`config.mk`:
```
export PLATFORM = sky130hd
export DESIGN_NAME = eq_load_ctrl
export DESIGN_NICKNAME = d
export VERILOG_FILES = /design/src/rtl/eq_load_ctrl.sv
export SDC_FILE = /design/constraint.sdc
export NUM_CORES = 1
export LEC_CHECK = 0
export BUFFER_PORTS_ARGS = -buffer_cell sky130_fd_sc_hd__buf_2
export CAP_MARGIN = 20
export CORE_ASPECT_RATIO = 1.4
export CORE_MARGIN = 2
export CORE_UTILIZATION = 45
export CTS_CLUSTER_DIAMETER = 50
export DETAILED_ROUTE_END_ITERATION = 16
export PLACE_DENSITY_LB_ADDON = 0.15
export RECOVER_POWER = 50
export SLEW_MARGIN = 30
export SYNTH_ARGS = -nofsm -noshare
export SYNTH_HDL_FRONTEND = slang
export SYNTH_SLANG_ARGS = --single-unit
```
`constraint.sdc`:
```
create_clock -name clk -period 3.9 [get_ports clk]
set_clock_uncertainty 0.15 [all_clocks]
set_input_delay 0.78 -clock clk [delete_from_list [all_inputs] [get_ports clk]]
set_output_delay 0.78 -clock clk [all_outputs]
set_load 0.02 [all_outputs]
```
`src/rtl/eq_load_ctrl.sv`:
```
// Board sequencer for an N-bit equality comparator: debounces two buttons,
// loads operands A then B from the switch bus, lights the LED on a match and counts matches.
module eq_load_ctrl #(
  parameter int WIDTH      = 4,
  parameter int DEB_CYCLES = 500000,
  parameter int CNT_W      = 8
) (
  input  logic             clk,
  input  logic             rst_n,
  input  logic [WIDTH-1:0] no,
  input  logic             push1,
  input  logic             push2,
  output logic [WIDTH-1:0] a_q,
  output logic [WIDTH-1:0] b_q,
  output logic             valid,
  output logic             ledpin,
  output logic [1:0]       state_q,
  output logic [CNT_W-1:0] match_cnt
);

  localparam int CW = (DEB_CYCLES > 1) ? $clog2(DEB_CYCLES) : 1;
  localparam logic [CW-1:0] CNT_LAST = CW'(DEB_CYCLES - 1);

  typedef enum logic [1:0] {
    S_IDLE   = 2'd0,
    S_WAIT_B = 2'd1,
    S_DONE   = 2'd2,
    S_BAD    = 2'd3
  } state_t;

  // Bit 0 carries push1, bit 1 carries push2 through the whole input path.
  logic [1:0]    w_raw;
  logic [1:0]    r_s1;
  logic [1:0]    r_s2;
  logic [1:0]    r_deb;
  logic [1:0]    r_deb_d;
  logic [CW-1:0] r_dcnt [2];
  logic [1:0]    w_press;

  assign w_raw   = {push2, push1};
  assign w_press = r_deb & ~r_deb_d;

  always_ff @(posedge clk) begin
    if (!rst_n) begin
      r_s1    <= '0;
      r_s2    <= '0;
      r_deb   <= '0;
      r_deb_d <= '0;
      for (int i = 0; i < 2; i++) r_dcnt[i] <= '0;
    end else begin
      r_s1    <= w_raw;
      r_s2    <= r_s1;
      r_deb_d <= r_deb;
      for (int i = 0; i < 2; i++) begin
        if (r_s2[i] == r_deb[i]) begin
          r_dcnt[i] <= '0;
        end else if (r_dcnt[i] == CNT_LAST) begin
          r_deb[i]  <= ~r_deb[i];
          r_dcnt[i] <= '0;
        end else begin
          r_dcnt[i] <= r_dcnt[i] + 1'b1;
        end
      end
    end
  end

  state_t           r_state;
  state_t           w_next;
  logic             w_load_a;
  logic             w_load_b;
  logic             w_hit;
  logic             w_eq;
  logic [WIDTH-1:0] r_a;
  logic [WIDTH-1:0] r_b;
  logic [CNT_W-1:0] r_match;

  // A press on push1 always wins; a simultaneous push2 press is dropped.
  always_comb begin
    w_next   = r_state;
    w_load_a = 1'b0;
    w_load_b = 1'b0;
    case (r_state)
      S_IDLE: begin
        if (w_press[0]) begin
          w_load_a = 1'b1;
          w_next   = S_WAIT_B;
        end
      end
      S_WAIT_B, S_DONE: begin
        if (w_press[0]) begin
          w_load_a = 1'b1;
          w_next   = S_WAIT_B;
        end else if (w_press[1]) begin
          w_load_b = 1'b1;
          w_next   = S_DONE;
        end
      end
      default: w_next = S_IDLE;
    endcase
  end

  assign w_hit = w_load_b && (no == r_a);

  always_ff @(posedge clk) begin
    if (!rst_n) begin
      r_state <= S_IDLE;
      r_a     <= '0;
      r_b     <= '0;
      r_match <= '0;
    end else begin
      r_state <= w_next;
      if (w_load_a) r_a <= no;
      if (w_load_b) r_b <= no;
      if (w_hit && (r_match != {CNT_W{1'b1}})) r_match <= r_match + 1'b1;
    end
  end

  assign w_eq      = &(r_a ~^ r_b);
  assign a_q       = r_a;
  assign b_q       = r_b;
  assign valid     = (r_state == S_DONE);
  assign ledpin    = valid & w_eq;
  assign state_q   = r_state;
  assign match_cnt = r_match;

endmodule
```
==> results.md <==
- Result of the run: finished clean
- Setup slack, reg-to-reg: 1.62 ns
- Clock latency of the later-clocked register in the worst-skew pair: 0.34 ns
- Sequential cell area fraction in the yosys report: 49.85%
- Worst vdd rail ir drop: 0.2158 mV
- Final weighted congestion of routability-driven global placement: 0.7872
- Clock period minus worst slack: 2.449 ns
- Instance count of the mapped netlist: 341
- Pin slew with the least headroom to its limit: 0.7773 ns
- Clock Sinks: 64
- Number of fill cells in the layout: 692
- Startpoint kind of the worst setup timing path: flop
- Count of inserted antenna diode cells: 0
- Count of buffers added by post-CTS timing repair for setup: 0
- Endpoint required time on the critical path: 2.97 ns
- Clock-pin slew of the registers on the worst-case setup and hold paths: 0.07 ns
- Fin. max-slew vios: 0
- CTS H-tree lvls: 3
- Nature of the critical path endpoint: primary output
- Highest fanout seen on the critical path: 6
- Site row count: 37
- Setup ws final: 1.451 ns
- Count of buffers inserted at the top-level ports: 27
- Global route total overflow: 0
- Effective utilization at floorplan: 45.86%
- Type of the setup path with the least slack: reg2out
- Static power due to leakage: 0.001347 uW
- Placeable core region: 0.007268 mm^2
- Number of buffers created by CTS: 9
- First-pass GRT wire length: 10480 um
- Drt via density: 5.075
- Number of nets in the finished design: 418
- Number of buffers between clock root and the deepest sink: 2
- Maximum achievable frequency: 408.3 MHz
- DIE WIDTH: 76.74 um
- RSZ-0062 raised after global routing: no
- Antenna violations before repair: 0
- Clock tree from TritonCTS: done
- Final total negative setup slack: 0 ns
- Number of global-route vias before repair: 2479
- Count of final hold-check violations: 0
- Final routed DRC violation total: 0
- Overall track demand over capacity in global routing: 16.17%
- Pin count of the biggest net entering global routing: 22
- Class of the worst hold path: reg2reg
- Cell Pwr Density: 346.6 mW/mm^2
- Area added between synthesis and finish: 15.09%
- Worst slack at placement: 1.572 ns
- Area of the die: 0.008121 mm^2
- Worst Path Arrival: 1.52 ns
- Drt wl/cell: 11.69 um
- TritonRoute pass-1 iters: 4
- Number of synthesized register bits: 64
- Number of different library cells in the post-synthesis netlist: 37
- Syn_area_per_cell: 9.775 um^2
- Detailed Place HPWL: 4239 um
- Number of enable flip-flop cells after synthesis: 38
- Antenna viol nets, final: 0
- Slew headroom: 48.18%
- Count of yosys warnings during synthesis: 0
- Share of final-layout standard cells stronger than drive strength 1: 7.108%
- Violation count after the first detailed-routing iteration: 110
- Via total after detailed routing: 2563
- Max cap viols: 0
- Final routed wirelength across all metal layers: 5902 um
- Setup violation total in the final timing report: 0
- Die outline height: 105.8 um
- Number of top-level pins: 28
- Netlist area before placement: 0.003333 mm^2
- Period utilisation layout: 62.80%
- Asr flop ratio synth: 0%
- Clk Tree Root Cell: sky130_fd_sc_hd__clkbuf_8
- Dominant synthesized flop cell: sky130_fd_sc_hd__edfxtp_1
- CTS-repair resized insts: 0
- Count of hold-fix buffers inserted at cts: 0
- Fraction of the core area covered by cells at the end of the flow: 52.78%
==> layout make-up <==
type / instances / area (um^2) / share of cell area [%]
multi-input combinational: 287 / 1708 / 44.52
sequential: 64 / 1662 / 43.31
clock buffer: 11 / 152.6 / 3.979
tap: 97 / 121.4 / 3.164
timing repair buffer: 27 / 110.1 / 2.870
inverter: 14 / 52.55 / 1.370
clock inverter: 5 / 30.03 / 0.7828
==> cells by family after synthesis <==
| group | count (synthesis) | synth area share [%] |
|---|---|---|
| AND/OR/NAND/NOR | 155 | 25.11 |
| flip-flops | 64 | 49.85 |
| AO/OA/AOI/OAI | 47 | 8.333 |
| XOR/XNOR | 30 | 7.883 |
| buffers and inverters | 27 | 3.078 |
| multiplexers | 10 | 3.003 |
| adder cells (fa/ha/maj) | 7 | 2.628 |
| other | 1 | 0.1125 |
==> final timing paths <==
path	startpoint	to	cells past startpoint
max	state_q[1]	ledpin	4
min	r_s1[1]	r_s2[1]	1
max reg2reg	state_q[0]	match_cnt[0]	5
min reg2reg	r_s1[1]	r_s2[1]	1
==> layout by cell type, fill, tap and decap left out, types with 3 or more instances in the layout <==
master                     count
sky130_fd_sc_hd__edfxtp_1     38
sky130_fd_sc_hd__conb_1       38
sky130_fd_sc_hd__nor2_1       36
sky130_fd_sc_hd__nand2_1      29
sky130_fd_sc_hd__dfxtp_1      26
sky130_fd_sc_hd__a21oi_1      21
sky130_fd_sc_hd__clkbuf_1     21
sky130_fd_sc_hd__xnor2_1      18
sky130_fd_sc_hd__nand3_1      17
sky130_fd_sc_hd__inv_1        14
sky130_fd_sc_hd__xor2_1       12
sky130_fd_sc_hd__o21ai_0      12
sky130_fd_sc_hd__nor4_1       12
sky130_fd_sc_hd__mux2i_1      10
sky130_fd_sc_hd__clkbuf_8      9
sky130_fd_sc_hd__or4_1         8
sky130_fd_sc_hd__nand2b_1      7
sky130_fd_sc_hd__nand4_1       7
sky130_fd_sc_hd__o31ai_1       7
sky130_fd_sc_hd__or3_1         7
sky130_fd_sc_hd__ha_1          7
sky130_fd_sc_hd__buf_2         7
sky130_fd_sc_hd__nor4b_1       6
sky130_fd_sc_hd__and4_1        5
sky130_fd_sc_hd__and2_0        5
sky130_fd_sc_hd__and2_1        3
sky130_fd_sc_hd__nor3_1        3
sky130_fd_sc_hd__clkinv_2      3
==> synthesized netlist by cell type (8+ instances only) <==
| master | number | area [um^2] |
|---|---|---|
| sky130_fd_sc_hd__nor4_1 | 12 | 75.07 |
| sky130_fd_sc_hd__o21ai_0 | 12 | 60.06 |
| sky130_fd_sc_hd__a21oi_1 | 21 | 105.1 |
| sky130_fd_sc_hd__nand3_1 | 17 | 85.08 |
| sky130_fd_sc_hd__nor2_1 | 36 | 135.1 |
| sky130_fd_sc_hd__clkbuf_1 | 11 | 41.29 |
| sky130_fd_sc_hd__xor2_1 | 12 | 105.1 |
| sky130_fd_sc_hd__edfxtp_1 | 38 | 1141 |
| sky130_fd_sc_hd__xnor2_1 | 18 | 157.7 |
| sky130_fd_sc_hd__dfxtp_1 | 26 | 520.5 |
| sky130_fd_sc_hd__mux2i_1 | 10 | 100.1 |
| sky130_fd_sc_hd__inv_1 | 14 | 52.55 |
| sky130_fd_sc_hd__nand2_1 | 29 | 108.9 |
| sky130_fd_sc_hd__and2_1 | 8 | 50.05 |
| sky130_fd_sc_hd__or4_1 | 8 | 60.06 |
==> per-stage QoR <==
step	hold WS (ns)	instance area (um^2)	std cells	power, uW
CTS	0.2869	3861	505	1350
detailed placement	0.2690	3679	489	817.6
global placement	0.2657	3679	489	816.4
floorplan	0.2619	3472	378	802.0
global route	0.3290	3836	505	1390
finish	0.2850	3836	505	1330
==> routing by layer <==
| metal | up-vias | GRT usage (%) | wire (um) |
|---|---|---|---|
| met5 | - | 0 | 0 |
| met4 | 0 | 7.013 | 111 |
| met3 | 9 | 5.479 | 237 |
| met2 | 39 | 27.51 | 2872 |
| met1 | 1193 | 18.31 | 2680 |
| li1 | 1322 | - | - |
==> state kept, by name, summed over array words and instances, names as in the netlist <==
signal     count
state_q        2
r_s2           2
r_deb_d        2
match_cnt      8
r_dcnt        38
r_s1           2
r_deb          2
a_q            4
b_q            4
==> power breakdown <==
group	internal, uW	switching, uW
sequential	734	19.8
combinational	18.9	30.0
clock	267	259
total	1020	309
==> worst max-delay path, stage by stage, from the launching register on <==
cell                      delay, ns
sky130_fd_sc_hd__dfxtp_1       0.43
sky130_fd_sc_hd__ha_1          0.21
sky130_fd_sc_hd__o21ai_0       0.09
sky130_fd_sc_hd__nor4b_1       0.23
sky130_fd_sc_hd__buf_2         0.21
Note: power is estimated with default switching activity, not from simulation.
